**src/rtl/sub_serial_8bit.sv**
```systemverilog
// Bit-serial LSB-first subtractor: o_diff = i_a - i_b - i_bin, o_done WIDTH cycles after start.
// i_start is ignored while o_busy; results hold until the next operation completes.
module sub_serial_8bit #(
  parameter int WIDTH = 8
) (
  input  logic             i_clk,
  input  logic             i_rst_n,
  input  logic             i_start,
  input  logic [WIDTH-1:0] i_a,
  input  logic [WIDTH-1:0] i_b,
  input  logic             i_bin,
  output logic             o_busy,
  output logic             o_done,
  output logic [WIDTH-1:0] o_diff,
  output logic             o_borrow,
  output logic             o_ovf
);

  localparam int CW = $clog2(WIDTH) + 1;
  localparam logic [CW-1:0] LAST = CW'(WIDTH - 1);

  typedef enum logic [1:0] {IDLE, RUN, DONE} state_t;

  state_t           state_q, state_d;
  logic [WIDTH-1:0] a_q, a_d, b_q, b_d, res_q, res_d, diff_q, diff_d;
  logic             br_q, br_d, borrow_q, borrow_d, ovf_q, ovf_d;
  logic [CW-1:0]    cnt_q, cnt_d;
  logic             d_bit, br_next, start_ok;

  // The single full-subtractor cell, fed by the LSBs of the shifting operands.
  always_comb begin
    d_bit   = a_q[0] ^ b_q[0] ^ br_q;
    br_next = (~a_q[0] & b_q[0]) | (~(a_q[0] ^ b_q[0]) & br_q);
  end

  always_comb begin
    state_d  = state_q;
    a_d      = a_q;
    b_d      = b_q;
    res_d    = res_q;
    br_d     = br_q;
    cnt_d    = cnt_q;
    diff_d   = diff_q;
    borrow_d = borrow_q;
    ovf_d    = ovf_q;
    start_ok = i_start && (state_q != RUN);

    case (state_q)
      RUN: begin
        a_d   = a_q >> 1;
        b_d   = b_q >> 1;
        res_d = {d_bit, res_q[WIDTH-1:1]};
        br_d  = br_next;
        if (cnt_q == LAST) begin
          // Outputs only change on the edge entering DONE; br_q is the borrow into the MSB.
          state_d  = DONE;
          diff_d   = {d_bit, res_q[WIDTH-1:1]};
          borrow_d = br_next;
          ovf_d    = br_q ^ br_next;
        end else begin
          cnt_d = cnt_q + CW'(1);
        end
      end
      DONE:    state_d = IDLE;
      IDLE:    state_d = IDLE;
      default: state_d = IDLE;
    endcase

    if (start_ok) begin
      state_d = RUN;
      a_d     = i_a;
      b_d     = i_b;
      br_d    = i_bin;
      res_d   = '0;
      cnt_d   = '0;
    end
  end

  always_ff @(posedge i_clk or negedge i_rst_n) begin
    if (!i_rst_n) begin
      state_q  <= IDLE;
      a_q      <= '0;
      b_q      <= '0;
      res_q    <= '0;
      br_q     <= 1'b0;
      cnt_q    <= '0;
      diff_q   <= '0;
      borrow_q <= 1'b0;
      ovf_q    <= 1'b0;
    end else begin
      state_q  <= state_d;
      a_q      <= a_d;
      b_q      <= b_d;
      res_q    <= res_d;
      br_q     <= br_d;
      cnt_q    <= cnt_d;
      diff_q   <= diff_d;
      borrow_q <= borrow_d;
      ovf_q    <= ovf_d;
    end
  end

  assign o_busy   = (state_q == RUN);
  assign o_done   = (state_q == DONE);
  assign o_diff   = diff_q;
  assign o_borrow = borrow_q;
  assign o_ovf    = ovf_q;

endmodule

```
**config.mk**
```make
export PLATFORM = sky130hd
export DESIGN_NAME = sub_serial_8bit
export DESIGN_NICKNAME = d
export VERILOG_FILES = /design/src/rtl/sub_serial_8bit.sv
export SDC_FILE = /design/constraint.sdc
export NUM_CORES = 1
export LEC_CHECK = 0
export ABC_CLOCK_PERIOD_IN_PS = 1750
export BUFFER_PORTS_ARGS = -buffer_cell sky130_fd_sc_hd__buf_2
export CAP_MARGIN = 30
export CORE_MARGIN = 1.5
export CORE_UTILIZATION = 40
export CTS_BUF_LIST = sky130_fd_sc_hd__clkbuf_4 sky130_fd_sc_hd__clkbuf_8
export DETAILED_ROUTE_END_ITERATION = 8
export PLACE_DENSITY = 0.58
export SLEW_MARGIN = 0
export SYNTH_ARGS = -nofsm -noshare
export SYNTH_HDL_FRONTEND = slang
export SYNTH_SLANG_ARGS = --single-unit
```
**constraint.sdc**
```tcl
create_clock -name i_clk -period 1.75 [get_ports i_clk]
set_clock_uncertainty 0.1 [all_clocks]
set_input_delay 0.175 -clock i_clk [delete_from_list [all_inputs] [get_ports i_clk]]
set_output_delay 0.175 -clock i_clk [all_outputs]
set_load 0.005 [all_outputs]
```
==> results of run 1 <==
## registers in the layout (all words and copies together), names as in the netlist
register	count
o_ovf	1
o_borrow	1
cnt_q	4
br_q	1
res_q	7
o_diff	8
b_q	8
state_q	2
a_q	8
## repair_timing
action,in CTS,in global routing
setup endpoints to repair,0,0
endpoints found under the hold margin,40,0
resized for setup,0,0
hold buffers,1,0
## where the power goes
part | switching [mW] | internal (mW)
combinational | 0.739 | 0.587
clock | 0.300 | 0.351
sequential | 0.248 | 1.33
total | 1.29 | 2.27
## through the flow
stage	hold slack [ns]	setup WS (ns)	utilization (%)	cells	area, um^2
floorplan	-0.221	0.273	-	154	1800
global placement	0.160	0.213	45.8	231	1980
detailed placement	0.168	0.153	45.8	231	1980
CTS	0.0258	0.131	48.3	239	2090
global route	0.0570	0.0681	48.3	239	2090
finish	0.0275	0.137	48.3	239	2090
## worst reg2reg max path, delay by kind of cell, from the launching register on
family                   cells  cell delay, ns
AND/OR/NAND/NOR              2            0.36
flip-flops                   1            0.40
adder cells (fa/ha/maj)      1            0.28
multiplexers                 1            0.36
## Yosys cell counts
cell type and count:
a211o_1 1, a211oi_1 1, a21oi_1 2, a22o_1 1, a32o_1 1, and2b_1 1, and3_1 1, buf_2 6
buf_4 2, buf_6 1, dfrtp_1 40, fa_1 1, ha_1 1, inv_1 3, inv_6 1, mux2_2 9
mux2i_1 16, mux2i_2 1, nand2_1 29, nand2b_4 1, nand3_1 2, nand3b_1 7, nand3b_4 1, nor2_1 5
nor2_8 1, nor4_1 1, o211a_1 1, o21ai_0 15, o31ai_1 1, xnor2_1 1
## per-layer routing
layer	track usage, %	wire, um
met1	18.3	1500
met2	25.7	1690
met3	5.19	129
met4	5.98	53
met5	0	0
## worst max path at each step
| stage | startpoint | to | slack [ns] | cells after the start |
|---|---|---|---|---|
| after floorplan | cnt_q[0] | o_diff[0] | 0.27 | 4 |
| after CTS | state_q[1] | o_busy | 0.13 | 3 |
| after detailed placement | cnt_q[0] | o_diff[5] | 0.15 | 4 |
| after global placement | cnt_q[0] | o_diff[4] | 0.21 | 4 |
| after global routing | cnt_q[0] | o_diff[6] | 0.07 | 4 |
| final | cnt_q[0] | o_diff[6] | 0.14 | 4 |
## kinds of logic (layout without fill, tap and decap cells)
kind of cell	after synthesis	in the layout	synth area share, %
AOI/OAI and AO/OA	23	23	7.67
xor gates and xnor gates	1	1	0.488
adders and majority gates	2	2	1.81
buffers and inverters	13	46	4.25
DFF	40	40	55.7
muxes	26	26	15.3
and+or+nand+nor	49	49	14.7
## layout make-up
cell class	instances	share of cell area (%)
repair buffers	35	8.99
multi-input cells	101	34.4
well taps	52	3.12
flip-flops and latches	40	47.9
inverters	4	0.959
clock buffers	7	4.61
## cell usage in the layout, fill, tap and decap left out, drive strengths merged
cell         netlist  routed
a32o               1       1
nor4               1       1
fa                 1       1
nand3              2       2
o31ai              1       1
mux2i             17      17
xnor2              1       1
o211a              1       1
o21ai             15      15
a21oi              2       2
a211oi             1       1
nand3b             8       8
nor2               6       6
inv                4       4
and2b              1       1
a211o              1       1
and3               1       1
dlygate4sd3        0       1
dfrtp             40      40
buf                9      34
a22o               1       1
ha                 1       1
mux2               9       9
clkbuf             0       7
nand2             29      29
nand2b             1       1
==> metrics.md, run 1 <==
| Metric | Value |
|---|---|
| Final period utilization | 92.2% |
| Crit-path cells | ha_1 -> nand3b_4 -> nor2_8 -> mux2_2 |
| CTS tree | yes |
| P&R area growth vs syn | 16.3% |
| Initial Util | about two fifths |
| Root Buffer | clkbuf_8 |
| Number of global-route vias before repair | approximately 1.3k |
| Worst r2r src | cnt_q[0] |
| Sequential-to-total area share from yosys stat | between 50% and 60% |
| Max-cap violation count | 0 |
| Core Rows | 24 |
| Clock Latency Late Sink | between 0.2 and 0.3 ns |
| Hold Path Cell Cnt | 3 |
| Final Total Pwr | 3.55 mW |
| Worst path required time | roughly 1.8 ns |
| Critical path's largest stage delay | approximately 0.4 ns |
| Synth Instances | 154 |
| Leakage | around 1.1 nW |
| Peak VDD IR | ~550 uV |
| Syn_area_per_cell | roughly 12 um^2 |
| TritonRoute pass-1 iters | 4 |
| Drt via density | 5.10 |
| Syn Nets | around 180 |
| Clock sink count | 40 |
| Top delay family on crit path | flip-flops |
| Top-area cell type share of the netlist area | ~56% |
| Pwr/cell area | ~1700 nW/um^2 |
| Worst hold endpoint | a_q[7] |
| Port Buffers | 31 |
| Final Max Slew Viols | 0 |
| Post-synth top area cell | dfrtp_1 |
| Setup crit start kind | register |
| Post-DP HPWL | ~2300 um |
| First-pass GRT wire length | 5840 um |
| Die width | about 70 um |
| Sequential cell area | ~1000 um^2 |
| Yosys cell types | 30 |
| CP arrival | between 1.5 and 2 ns |
| Setup violations, final | 0 |
| Gpl congestion | roughly 0.7 |
| Via count | between 1k and 1.5k |
| Top cells by area, synth | dfrtp_1 56%, mux2i_1 8.9%, nand2_1 6.1%, mux2_2 5.6%, o21ai_0 4.2% |
| Max Freq | 620 MHz |
| Routed Antenna Nets | 0 |
| Worst-margin pin slew | 0.604 ns |
| Status | finished clean |
| Syn. warnings | 0 |
| Initial antenna violation count | 0 |
| Die H | 70.0 um |
| CTS buffer count | 5 |
| Crit-path slowest cell | dfrtp_1 |
| Mapped Area | approximately 1800 um^2 |
| Remaining DRCs | 0 |
| WS Path Type | register to register |
| Unrepaired setup endpoints after global routing | no |
| Pin count of the biggest net entering global routing | 41 |
| Clock tree buffer depth | 2 |
| Relative slew slack | about three fifths |
| H-tree lvl count | 2 |
| Avg WL per Cell | 14.1 um |
| Fin crit period | 1.61 ns |
| Layout net count | 209 |
| # diodes | 0 |
| I/O Pins | 32 |
| Number of fill cells | roughly 420 |
| Global Route Usage Sum | 15.4% |
| Worst min-delay path category | primary input to register |
| CP bufs+invs | 0 |
| Max FO, Critical Path | 10 |
| Remaining global-route overflow | 0 |
| Worst-path clk slew | 0.07 ns |
| Flop2flop setup slack | 0.14 ns |
| Hold Startpoint | i_a[7] |
| Core ar. | ~4300 um^2 |
| Post-Route Setup TNS | 0 ns |
| Area of the multi-input gates | approximately 720 um^2 |
| Share of post-route cells with drive strength above 1 | approximately 29% |
| Critical path capture point type | register |
| Seq cells post-synth | 40 |
| Final Hold Viols | 0 |
| Die area | slightly below 5000 um^2 |
| Worst reg2reg endpoint | o_diff[6] |
| DR iter-0 viols | between 50 and 60 |
| R2r worst-path depth | 4 |
| Postcts setup bufs | 0 |
| WL final | 3370 um |
Power figures use the tool's default switching activity.
==> run 2, diff against run 1 <==
--- a/config.mk
+++ b/config.mk
@@ -12,7 +12,9 @@
 export CORE_UTILIZATION = 40
 export CTS_BUF_LIST = sky130_fd_sc_hd__clkbuf_4 sky130_fd_sc_hd__clkbuf_8
 export DETAILED_ROUTE_END_ITERATION = 8
+export GPL_ROUTABILITY_DRIVEN = 0
 export PLACE_DENSITY = 0.58
+export SETUP_SLACK_MARGIN = 0.3
 export SLEW_MARGIN = 0
 export SYNTH_ARGS = -nofsm -noshare
 export SYNTH_HDL_FRONTEND = slang
==> run 2 against run 1 <==
Non-clock buffer count increased by 13; die area unchanged; combinational power increased by 31%; worst setup slack improved by 0.14 ns; cell area rose by 8.2%; clock power shrank 2%; routed wire length increased by 9.0%; utilization up 4.0 points; total power up 12%; critical path depth unchanged; critical endpoint is now o_diff[3]; largest power group is now combinational logic.
==> metrics.md, run 2 (synthesis gave the netlist of run 1 again) <==
| Metric | Value |
|---|---|
| Max FO, Critical Path | 5 (-5) |
| Crit-path slowest cell | dfrtp_1 |
| Post-DP HPWL | 2300 um (+1.2%) |
| Leakage | 1.16 nW (+7.6%) |
| Worst path required time | 1.82 ns (about the same) |
| Port Buffers | 31 (unchanged) |
| Crit-path cells | ha_4 -> nand3b_4 -> nor2_4 -> mux2_2 |
| Final Max Slew Viols | 0 (unchanged) |
| Die area | 4900 um^2 (unchanged) |
| Critical Path Sink | o_diff[3] |
| Max-cap violation count | 0 (unchanged) |
| DR iter-0 viols | 95 (+86%) |
| Critical path capture point type | register |
| Remaining DRCs | 0 (unchanged) |
| Status | finished clean |
| Worst reg2reg endpoint | o_diff[3] |
| Peak VDD IR | 686 uV (+24%) |
| Initial antenna violation count | 0 (unchanged) |
| I/O Pins | 32 (unchanged) |
| Core ar. | 4320 um^2 (unchanged) |
| Placement Cell Area | 1990 um^2 (+0.63%) |
| Setup violations, final | 0 (unchanged) |
| CP arrival | 1.54 ns (-0.15 ns) |
| Most frequent cells in the layout | 40 x dfrtp_1, 31 x buf_2, 29 x nand2_1 |
| Share of post-route cells with drive strength above 1 | 36.6% (+7.2 points) |
| CTS tree | yes |
| WL final | 3680 um (+9.0%) |
| Relative slew slack | 60.3% (+0.51 points) |
| P&R area growth vs syn | 25.9% |
| Die width | 70.0 um (unchanged) |
| First-pass GRT wire length | 6290 um (+7.7%) |
| Setup crit start kind | register |
| Number of fill cells | 406 (-3.8%) |
| Clock sink count | 40 (unchanged) |
| Layout net count | 224 (+7.2%) |
| Final instance area | 2260 um^2 (+8.2%) |
| Worst r2r src | cnt_q[0] |
| # diodes | 0 (unchanged) |
| Number of global-route vias before repair | 1,375 (+7.2%) |
| Unrepaired setup endpoints after global routing | yes |
| Routed Antenna Nets | 0 (unchanged) |
| Max Freq | 679 MHz (+9.5%) |
| Worst-path clk slew | 0.07 ns (about the same) |
| Flop2flop setup slack | 0.28 ns (+0.14 ns) |
| Pin count of the biggest net entering global routing | 41 (unchanged) |
| Final period utilization | 84.1% (-8.0 points) |
| Clock tree buffer depth | 2 (unchanged) |
| Fin crit period | 1.47 ns (-0.141 ns) |
| R2r worst-path depth | 4 (unchanged) |
| Die H | 70.0 um (unchanged) |
| Clock Latency Late Sink | 0.28 ns (about the same) |
| Global Route Usage Sum | 16.4% (+0.98 points) |
| Core Rows | 24 (unchanged) |
| H-tree lvl count | 2 (unchanged) |
| Worst-margin pin slew | 0.596 ns (-0.00767 ns) |
| Critical path's largest stage delay | 0.40 ns (about the same) |
| Most common cell after layout, fill and taps aside | dfrtp_1 |
| Avg WL per Cell | 14.5 um (+2.6%) |
| Initial Util | 41.5% (unchanged) |
| Pwr/cell area | 1760 nW/um^2 (+3.6%) |
| TritonRoute pass-1 iters | 4 (unchanged) |
| Post-Route Setup TNS | 0 ns (unchanged) |
| Via count | 1,279 (+5.0%) |
| Remaining global-route overflow | 0 (unchanged) |
| Drt via density | 5.04 (-1.2%) |
| Worst min-delay path category | primary input to register |
| WS Path Type | register to register |
| CTS buffer count | 5 (unchanged) |
| Final Hold Viols | 0 (unchanged) |
| CP Launch Point | cnt_q[0] |
| Root Buffer | clkbuf_8 |
-- run 2: worst min path at each step --
stage	from	to	slack [ns]	cells past startpoint
global route	i_a[7]	a_q[7]	0.05	3
CTS	i_a[7]	a_q[7]	0.03	3
detailed placement	i_rst_n	b_q[2]	0.16	2
global placement	i_rst_n	b_q[2]	0.16	2
floorplan	i_rst_n	a_q[0]	-0.22	0
finish	i_a[7]	a_q[7]	0.04	3
-- run 2: layout make-up --
class | instances | area, um^2 | area share, %
timing repair buffer | 48 | 285 | 12.6
tap | 52 | 65.1 | 2.88
sequential | 40 | 1000 | 44.3
inverter | 4 | 27.5 | 1.22
clock buffer | 7 | 96.3 | 4.26
timing repair inverter | 1 | 6.26 | 0.277
multi-input combinational | 102 | 778 | 34.4
-- run 2: what timing repair did --
action / 4_1_cts / 5_1_grt
cloned: 2 / 0
hold buffers: 1 / 0
gates resized for setup: 3 / 9
endpoints found under the hold margin: 40 / 0
pin swaps: 3 / 1
setup buffers: 9 / 4
endpoints found under the setup margin: 14 / 14
-- run 2: critical path, delay by kind of cell (launching register included) --
family        cells  cell delay, ns
simple gates      2            0.34
mux               1            0.35
flops             1            0.40
fa+ha+maj         1            0.17
-- run 2: per-layer routing --
| layer | global-route usage, % | wire [um] |
|---|---|---|
| met1 | 20.8 | 1600 |
| met2 | 26.6 | 1860 |
| met3 | 3.46 | 134 |
| met4 | 8.12 | 81 |
| met5 | 0 | 0 |
-- run 2: stage by stage --
stage	setup slack, ns	std cells	utilization [%]	total power [mW]	hold WS [ns]
6_report	0.278	254	52.3	3.98	0.0371
5_1_grt	0.216	254	52.3	4.29	0.0467
4_1_cts	0.265	250	50.8	3.85	0.0265
3_5_place_dp	0.196	231	46.1	2.97	0.165
3_3_place_gp	0.245	231	46.1	2.89	0.163
2_1_floorplan	0.306	154	-	2.61	-0.221
-- run 2: report_power, final --
part	switching, mW	internal (mW)
clock	0.289	0.351
combinational	0.880	0.863
sequential	0.270	1.33
==> run 3, diff against run 2 <==
--- a/config.mk
+++ b/config.mk
@@ -5,7 +5,7 @@
 export SDC_FILE = /design/constraint.sdc
 export NUM_CORES = 1
 export LEC_CHECK = 0
-export ABC_CLOCK_PERIOD_IN_PS = 1750
+export ABC_CLOCK_PERIOD_IN_PS = 1350
 export BUFFER_PORTS_ARGS = -buffer_cell sky130_fd_sc_hd__buf_2
 export CAP_MARGIN = 30
 export CORE_MARGIN = 1.5
@@ -13,7 +13,7 @@
 export CTS_BUF_LIST = sky130_fd_sc_hd__clkbuf_4 sky130_fd_sc_hd__clkbuf_8
 export DETAILED_ROUTE_END_ITERATION = 8
 export GPL_ROUTABILITY_DRIVEN = 0
-export PLACE_DENSITY = 0.58
+export PLACE_DENSITY = 0.61
 export SETUP_SLACK_MARGIN = 0.3
 export SLEW_MARGIN = 0
 export SYNTH_ARGS = -nofsm -noshare
==> constraint.sdc (replaced) <==
create_clock -name i_clk -period 1.35 [get_ports i_clk]
set_clock_uncertainty 0.1 [all_clocks]
set_input_delay 0.135 -clock i_clk [delete_from_list [all_inputs] [get_ports i_clk]]
set_output_delay 0.135 -clock i_clk [all_outputs]
set_load 0.005 [all_outputs]
==> run 3 against run 2 <==
Critical path depth unchanged; cell area increased by 18%; sequential cell count unchanged; sequential power increased by 32%; first-iteration DRC count increased by 9.5%; count of clock-buffer cells in the layout increased by 1; maximum frequency increased by 1.1%; die area unchanged; largest power group unchanged; clock power increased by 34%; sequential share of layout area decreased by 6.8 points; highest routed layer unchanged; the run now ends with setup timing left.
==> metrics.md, run 3 (synthesis gave the netlist of run 1 again) <==
| Metric | Value |
|---|---|
| Most common cell after layout, fill and taps aside | dfrtp_1 |
| H-tree lvl count | 2 (unchanged) |
| Routed Antenna Nets | 0 (unchanged) |
| Clock power frac | 12.6% (-3.5 points) |
| Failing checks | setup timing |
| Final period utilization | 108% (+24 points) |
| Die area | 4900 um^2 (unchanged) |
| Fin crit period | 1.46 ns (-0.0159 ns) |
| Critical path's largest stage delay | 0.40 ns (about the same) |
| Global Route Usage Sum | 17.2% (+0.85 points) |
| Avg WL per Cell | 15.4 um (+6.2%) |
| WS Path Type | register to register |
| Final Hold Viols | 0 (unchanged) |
| Top delay family on crit path | flip-flops |
| Layout net count | 237 (+5.8%) |
| Min Hold Slack | 0.0119 ns (-0.0252 ns) |
| Share of post-route cells with drive strength above 1 | 57.4% (+21 points) |
| Clock tree buffer depth | 2 (unchanged) |
| Worst path required time | 1.43 ns (-0.39 ns) |
| Leakage | 1.34 nW (+15%) |
| I/O Pins | 32 (unchanged) |
| Unrepaired setup endpoints after global routing | yes |
| Die width | 70.0 um (unchanged) |
| Peak VDD IR | 1150 uV (+67%) |
| WL final | 4120 um (+12%) |
| Max-cap violation count | 0 (unchanged) |
| CP bufs+invs | 0 (unchanged) |
| Crit-path cells | ha_4 -> nand3b_4 -> nor2_8 -> mux2_2 |
| DR iter-0 viols | 104 (+9.5%) |
| Critical path capture point type | register |
| Initial Util | 41.5% (unchanged) |
| Max Freq | 687 MHz (+1.1%) |
| CP Launch Point | cnt_q[0] |
| Worst-path clk slew | 0.07 ns (about the same) |
| Worst reg2reg endpoint | o_diff[7] |
| Worst hold endpoint | b_q[5] |
| Setup crit start kind | register |
| # diodes | 0 (unchanged) |
| Setup violations, final | 12 (+12) |
| Clock Latency Late Sink | 0.29 ns (about the same) |
| Port Buffers | 31 (unchanged) |
| Clock sink count | 40 (unchanged) |
| Fin worst setup slack | -0.106 ns (-0.384 ns) |
| Initial antenna violation count | 0 (unchanged) |
| Remaining global-route overflow | 0 (unchanged) |
| Core ar. | 4320 um^2 (unchanged) |
| First-pass GRT wire length | 6510 um (+3.4%) |
| CTS tree | yes |
| Int Pwr | 4.29 mW (+69%) |
| Root Buffer | clkbuf_8 |
| CP arrival | 1.53 ns (about the same) |
| Via count | 1,371 (+7.2%) |
| Post-DP HPWL | 2360 um (+2.7%) |
| Number of global-route vias before repair | 1,388 (+0.95%) |
| Die H | 70.0 um (unchanged) |
| Seq pwr share | 31.2% (-8.9 points) |
| Status | finished with violations |
| R2r worst-path depth | 4 (unchanged) |
| Relative slew slack | 65.8% (+5.6 points) |
| Post-Place Worst Slack | -0.122 ns (-0.318 ns) |
| Max FO, Critical Path | 5 (unchanged) |
| TritonRoute pass-1 iters | 4 (unchanged) |
| Sw Share | 36.9% (+0.79 points) |
| Remaining DRCs | 0 (unchanged) |
| Drt via density | 5.12 (+1.6%) |
| Hold Startpoint | i_b[5] |
| CTS buffer count | 5 (unchanged) |
| Worst min-delay path category | primary input to register |
| Crit-path slowest cell | dfrtp_1 |
| Hold Path Cell Cnt | 3 (unchanged) |
| Flop2flop setup slack | -0.11 ns (-0.38 ns) |
| Placement Cell Area | 2130 um^2 (+6.6%) |
| Worst r2r src | cnt_q[0] |
| P_sw | 2.51 mW (+75%) |
| Most frequent cells in the layout | 40 x dfrtp_1, 30 x buf_2, 16 x mux2i_1, 16 x buf_4 |
| Final instance area | 2670 um^2 (+18%) |
| Final Total Pwr | 6.80 mW (+71%) |
| Pin count of the biggest net entering global routing | 41 (unchanged) |
| Gate power share | 56.2% (+12 points) |
| Pwr/cell area | 2550 nW/um^2 (+45%) |
| Final Max Slew Viols | 0 (unchanged) |
| Worst-margin pin slew | 0.513 ns (-0.0833 ns) |
| P&R area growth vs syn | 48.5% |
| Core Rows | 24 (unchanged) |
run 3: worst reg2reg max path, delay by kind of cell (launching register included):
family	cells	cell delay [ns]
AND/OR/NAND/NOR	2	0.33
flip-flops	1	0.40
adder cells (fa/ha/maj)	1	0.17
multiplexers	1	0.35
run 3: how the worst max path moves through the flow:
| stage | end | cells after the start |
|---|---|---|
| 2_1_floorplan | o_diff[0] | 4 |
| 3_3_place_gp | o_diff[4] | 4 |
| 3_5_place_dp | o_diff[3] | 4 |
| 4_1_cts | o_diff[3] | 4 |
| 5_1_grt | o_diff[1] | 4 |
| 6_report | o_diff[7] | 4 |
run 3: what timing repair did:
action | in CTS | in global routing
setup buffers | 5 | 3
gates cloned | 4 | 2
pin swaps | 5 | 7
hold buffers | 1 | 0
gates resized for setup | 42 | 29
hold endpoints to repair | 40 | 0
setup endpoints to repair | 44 | 52
run 3: power groups by stage:
| stage | Clock, mW | Combinational [mW] | Sequential [mW] |
|---|---|---|---|
| final | 0.858 | 3.82 | 2.12 |
| after global routing | 0.934 | 4.10 | 2.18 |
| after CTS | 0.877 | 3.25 | 2.06 |
| after detailed placement | 0 | 2.22 | 2.04 |
| after global placement | 0 | 2.15 | 2.03 |
| after floorplan | 0 | 1.64 | 2.02 |
run 3: area by class of cell:
type / instances / area, um^2
timing repair inverter: 1 / 8.76
sequential: 40 / 1000
multi-input combinational: 102 / 933
fill: 357 / 1660
inverter: 4 / 22.5
timing repair buffer: 61 / 538
clock buffer: 8 / 97.6
tap: 52 / 65.1
run 3: stage by stage:
step / util (%) / setup TNS [ns] / instances
3_3_place_gp: 49.2 / -0.689 / 245
6_report: 61.7 / -0.988 / 268
5_1_grt: 61.7 / -1.63 / 268
3_5_place_dp: 49.2 / -1.07 / 245
2_1_floorplan: - / -0.807 / 154
4_1_cts: 57.7 / -0.970 / 263
run 3: routing by layer:
metal	part of all wire (%)	vias to the layer above	global-route usage, %
li1	-	656	-
met4	2.0	0	6.41
met1	42	680	22.1
met2	53	28	27.8
met3	3.3	7	4.91
met5	0	-	0
